## config.mk

```make
export PLATFORM = sky130hd
export DESIGN_NAME = instruction_fetch
export DESIGN_NICKNAME = d
export VERILOG_FILES = /design/src/rtl/cpu_pkg.sv /design/src/rtl/instr_queue.sv /design/src/rtl/instruction_fetch.sv
export SDC_FILE = /design/constraint.sdc
export NUM_CORES = 1
export LEC_CHECK = 0
export ABC_AREA = 1
export CAP_MARGIN = 20
export CORE_UTILIZATION = 58
export DETAILED_ROUTE_END_ITERATION = 16
export PLACE_DENSITY = 0.85
export SYNTH_ARGS = -nofsm -noshare
export SYNTH_HDL_FRONTEND = slang
export SYNTH_HIERARCHICAL = 1
export SYNTH_SLANG_ARGS = --single-unit
```

## constraint.sdc

```tcl
create_clock -name clk -period 6.05 [get_ports clk]
set_input_delay 0.9075 -clock clk [delete_from_list [all_inputs] [get_ports clk]]
set_output_delay 0.9075 -clock clk [all_outputs]
set_load 0.01 [all_outputs]
```

## src/rtl/cpu_pkg.sv

```systemverilog
// cpu_pkg: definitions shared by the fetch stage and its downstream neighbours.
//   INSTR_WIDTH  - instruction word width
//   NOP_INSTR    - word presented to the decoder when no instruction is available
//   fetchState_t - fetch FSM encoding (IDLE / REQ / DROP)
package cpu_pkg;
  localparam int INSTR_WIDTH = 32;
  localparam logic [INSTR_WIDTH-1:0] NOP_INSTR = 32'h0;

  typedef enum logic [1:0] {
    IDLE = 2'd0,  // no request outstanding
    REQ  = 2'd1,  // request at PC, data will be kept
    DROP = 2'd2   // request at a pre-flush address, data will be discarded
  } fetchState_t;
endpackage

```

## src/rtl/instr_queue.sv

```systemverilog
// instr_queue: 2-entry FIFO of {instruction, pc}.
//   push/pushInstr/pushPc - enqueue (caller guarantees room)
//   pop                   - dequeue head (caller guarantees non-empty)
//   clear                 - drop all entries, wins over push/pop
//   count                 - occupancy 0..2
//   headValid/headInstr/headPc - head entry; NOP and pc 0 when empty
module instr_queue
  import cpu_pkg::*;
#(
  parameter int ADDR_WIDTH = 16
) (
  input  logic                   clk,
  input  logic                   rst_n,
  input  logic                   push,
  input  logic                   pop,
  input  logic                   clear,
  input  logic [INSTR_WIDTH-1:0] pushInstr,
  input  logic [ADDR_WIDTH-1:0]  pushPc,
  output logic [1:0]             count,
  output logic                   headValid,
  output logic [INSTR_WIDTH-1:0] headInstr,
  output logic [ADDR_WIDTH-1:0]  headPc
);
  logic [1:0][INSTR_WIDTH-1:0] instrQ;
  logic [1:0][ADDR_WIDTH-1:0]  pcQ;
  logic                        wrIdx;

  // Slot 0 is always the head. A push lands after whatever survives this
  // cycle's pop, so it goes to slot 1 only if one entry remains.
  always_comb wrIdx = (count == 2'd2) || (count == 2'd1 && !pop);

  always_ff @(posedge clk or negedge rst_n) begin
    if (!rst_n) begin
      count  <= 2'd0;
      instrQ <= '0;
      pcQ    <= '0;
    end else if (clear) begin
      count <= 2'd0;
    end else begin
      if (pop) begin
        instrQ[0] <= instrQ[1];
        pcQ[0]    <= pcQ[1];
      end
      // Later assignment overrides the shift when writing slot 0.
      if (push) begin
        instrQ[wrIdx] <= pushInstr;
        pcQ[wrIdx]    <= pushPc;
      end
      count <= count + {1'b0, push} - {1'b0, pop};
    end
  end

  assign headValid = (count != 2'd0);
  assign headInstr = headValid ? instrQ[0] : NOP_INSTR;
  assign headPc    = headValid ? pcQ[0] : '0;
endmodule

```

## src/rtl/instruction_fetch.sv

```systemverilog
// instruction_fetch: fetch stage feeding the control decoder.
//   clk, rst_n            - clock, async active-low reset
//   stallIn               - downstream holds the head word
//   flushIn, targetIn     - discard queue/outstanding fetch, redirect PC
//   imemReqOut/AddrOut    - registered memory request, stable until acked
//   imemAckIn/DataIn      - memory completion for the current request
//   instructionOut/pcOut/validOut - queue head (NOP/0/0 when empty)
module instruction_fetch
  import cpu_pkg::*;
#(
  parameter int                    ADDR_WIDTH = 16,
  parameter logic [ADDR_WIDTH-1:0] RESET_PC   = '0
) (
  input  logic                   clk,
  input  logic                   rst_n,
  input  logic                   stallIn,
  input  logic                   flushIn,
  input  logic [ADDR_WIDTH-1:0]  targetIn,
  output logic                   imemReqOut,
  output logic [ADDR_WIDTH-1:0]  imemAddrOut,
  input  logic                   imemAckIn,
  input  logic [INSTR_WIDTH-1:0] imemDataIn,
  output logic [INSTR_WIDTH-1:0] instructionOut,
  output logic [ADDR_WIDTH-1:0]  pcOut,
  output logic                   validOut
);
  localparam logic [ADDR_WIDTH-1:0] PC_ONE = 1;

  fetchState_t           state;
  logic [ADDR_WIDTH-1:0] pc, pcInc;
  logic [1:0]            count, countNext;
  logic                  ackTaken, push, pop;

  always_comb begin
    ackTaken  = imemAckIn & imemReqOut;  // acks without a request are ignored
    pop       = validOut & ~stallIn & ~flushIn;
    push      = (state == REQ) & ackTaken & ~flushIn;
    countNext = count + {1'b0, push} - {1'b0, pop};
    pcInc     = pc + PC_ONE;
  end

  instr_queue #(.ADDR_WIDTH(ADDR_WIDTH)) uQueue (
    .clk      (clk),
    .rst_n    (rst_n),
    .push     (push),
    .pop      (pop),
    .clear    (flushIn),
    .pushInstr(imemDataIn),
    .pushPc   (imemAddrOut),
    .count    (count),
    .headValid(validOut),
    .headInstr(instructionOut),
    .headPc   (pcOut)
  );

  always_ff @(posedge clk or negedge rst_n) begin
    if (!rst_n) begin
      state       <= IDLE;
      pc          <= RESET_PC;
      imemReqOut  <= 1'b0;
      imemAddrOut <= RESET_PC;
    end else if (flushIn) begin
      pc <= targetIn;
      if (state == IDLE || ackTaken) begin
        // Nothing left in flight: start fetching the target right away.
        state       <= REQ;
        imemReqOut  <= 1'b1;
        imemAddrOut <= targetIn;
      end else begin
        // Transaction still open: keep request/address stable, eat its data.
        state <= DROP;
      end
    end else begin
      unique case (state)
        IDLE: if (countNext <= 2'd1) begin
          state       <= REQ;
          imemReqOut  <= 1'b1;
          imemAddrOut <= pc;
        end
        REQ: if (ackTaken) begin
          pc <= pcInc;
          if (countNext == 2'd2) begin
            state      <= IDLE;
            imemReqOut <= 1'b0;
          end else begin
            imemAddrOut <= pcInc;
          end
        end
        DROP: if (ackTaken) begin
          // Queue was cleared by the flush, so there is always room.
          state       <= REQ;
          imemAddrOut <= pc;
        end
        default: state <= IDLE;
      endcase
    end
  end
endmodule

```

==> impl_metrics.json <==
{
  "status": "complete, no violations",
  "drc": 0,
  "slowest_stage": "buf_4",
  "synth_common_cells": "nand2_1 (319), inv_1 (143), dfrtp_1 (133)",
  "finalHoldViolCount": 0,
  "crit_path_end_kind": "flip-flop",
  "grt_pass1_vias": 7097,
  "synth_edf_count": 0,
  "cts_sinks": 133,
  "setup_violations": 0,
  "grt_pass1_wl_um": 34100,
  "die_h_um": 117,
  "overflow": 0,
  "ys.flop_type": "dfrtp_1",
  "setup_tns_ns": 0,
  "maxCapViolations": 0,
  "synth.area.top_cells": "dfrtp_1 (43%), nand2_1 (16%), inv_1 (7.0%), nor2_1 (5.7%), nand3_1 (4.9%)",
  "dr.pass1.iters": 6,
  "clock.fmax_ghz": 0.277,
  "root_buffer": "clkbuf_16",
  "avgViaCountPerCell": 5.59,
  "critPathMaxStageDelay_ns": 0.78,
  "leakage_uw": 0.00488,
  "min_period_ns": 3.60,
  "path_cells": "nor2_4 > buf_4 > inv_1 > nor3b_2 > buf_4 > ha_1 > inv_1 > ha_1 > nand3_1 > nand3_1 > nand3_4 > nor2_8 > nand2_1 > nand2_1",
  "hp-class": "in2async",
  "place.gp.congestion": 0.949,
  "syn-num-nets": 1153,
  "cts_tree": "built",
  "final_layout_size_suffix_gt1_frac": 0.0557,
  "cts_hold_buf": 0,
  "first_iter_violations": 894,
  "syn_avg_cell_area_um2": 7.03,
  "ys_seq_area_frac": 0.432,
  "io_buffers": 118,
  "num-fill-cells": 929,
  "cts_resized": 0,
  "yosysWarnings": 6,
  "critPathLaunchType": "flip-flop",
  "clk_pin_slew_ns": 0.06,
  "antenna_found_initial": 0,
  "clockBufferDepth": 2,
  "die_w_um": 117,
  "syn_area_um2": 7700,
  "ir_worst_vdd_v": 0.000277,
  "worst_pin_slew_ns": 0.984,
  "slew_headroom": 0.344,
  "drv_slew": 0,
  "cts_buffers": 17,
  "dieArea_um2": 13700,
  "start_util": 0.603,
  "clock_skew_ns": 0.00825,
  "synth_top_cell_by_area": "dfrtp_1",
  "final_core_util": 0.743,
  "crit_type": "reg2reg",
  "postCtsSetupBuffers": 0,
  "vias": 7586,
  "post_drt_wl_per_cell_um": 15.3,
  "top_layer_used": "met4",
  "grt_max_degree": 99,
  "path_buf_inv": 4,
  "core_um2": 12800,
  "placed_area_um2": 8800,
  "rows": 41,
  "wl_met3_um": 1480,
  "synth_seq_cells": 133,
  "area_growth_pct": 23.2,
  "syn-instance-count": 1095,
  "clk_latency_ns": 0.43,
  "cp.arrival_ns": 3.97,
  "dpl.hpwl_um": 12600,
  "routed_wl_um": 20800,
  "stdcell_area_um2": 9490,
  "antenna_left": 0,
  "crit_family": "buffers and inverters",
  "wl_met1_um": 8700,
  "wl_met2_um": 9970,
  "min_period_over_period": 0.596,
  "final_net_count": 1233,
  "cellPowerDensity_nw_per_um2": 443,
  "async_flop_share": 1.00,
  "synth.distinct_cells": 33,
  "cp.required_ns": 6.41,
  "n_antenna_cell": 0,
  "grt_usage": 0.324,
  "htree_num_levels": 4,
  "rsz0062_at_grt": "no",
  "synth_top_area_frac": 0.432,
  "path_max_fanout": 98,
  "io_pins": 119,
  "yosysMostFrequentCell": "nand2_1"
}
[cells by family after synthesis]
| kind of cell | count (synthesis) | synth area share |
|---|---|---|
| AOI/OAI and AO/OA | 155 | 0.107 |
| xor gates and xnor gates | 7 | 0.00796 |
| adders and majority gates | 5 | 0.00812 |
| buffers and inverters | 218 | 0.121 |
| DFF | 133 | 0.432 |
| and+or+nand+nor | 577 | 0.323 |
[report_power, final]
group | total, uW | switching, uW | internal, uW
combinational | 1600 | 980 | 617
clock | 1100 | 378 | 718
sequential | 1510 | 264 | 1250
total | 4200 | 1620 | 2580
[per-layer routing]
metal | vias to the layer above | track usage
met4 | 0 | 0.155
met1 | 3537 | 0.413
met5 | - | 0
li1 | 3629 | -
met2 | 351 | 0.522
met3 | 69 | 0.0742
[area by class of cell]
class	instances	area, um^2	area share
well taps	172	215	0.0227
inverters	150	566	0.0596
repair buffers	129	1310	0.138
clock inverters	12	188	0.0198
clock buffers	17	425	0.0448
flip-flops and latches	133	3330	0.351
multi-input cells	744	3460	0.365
[final timing paths]
check	startpoint	end	slack [ns]	cells after the start
min in group clk	uQueue/pcQ[5]	uQueue/pcQ[5]	0.47	2
min reg2reg	uQueue/pcQ[5]	uQueue/pcQ[5]	0.47	2
max reg2reg	uQueue/count[1]	imemAddrOut[5]	2.45	14
min	rst_n	uQueue/instrQ[38]	0.35	1
max in group asynchronous	rst_n	uQueue/pcQ[0]	4.74	2
max	uQueue/count[1]	imemAddrOut[5]	2.45	14
[metrics by stage]
step / setup WS (ns) / hold WS, ns / total power [uW] / instances
2_1_floorplan: 3.13 / 0.446 / 2520 / 1095
3_3_place_gp: 2.21 / 0.457 / 2990 / 1325
3_5_place_dp: 2.11 / 0.462 / 3050 / 1325
4_1_cts: 2.48 / 0.475 / 4170 / 1354
5_1_grt: 2.11 / 0.364 / 4500 / 1357
6_report: 2.45 / 0.352 / 4200 / 1357
[sequential cells by signal (all words and copies together), names as in the netlist]
signal,cells
uQueue/count,2
imemAddrOut,16
uQueue/instrQ,64
uQueue/pcQ,32
state,2
imemReqOut,1
pc,16
[cells in the final DEF, fill, tap and decap left out, drive strengths merged]
master	count
nand2	322
inv	150
dfrtp	133
nor2	122
clkdlybuf4s50	116
o21ai	80
nand3	79
a21oi	55
nand4	51
clkbuf	17
buf	13
o211ai	11
clkinv	6
xor2	5
ha	5
bufinv	5
a22oi	4
o21bai	3
a31oi	2
xnor2	2
nor3b	1
nand3b	1
nor3	1
clkinvlp	1
No activity file was read; power rests on OpenSTA's default activity.
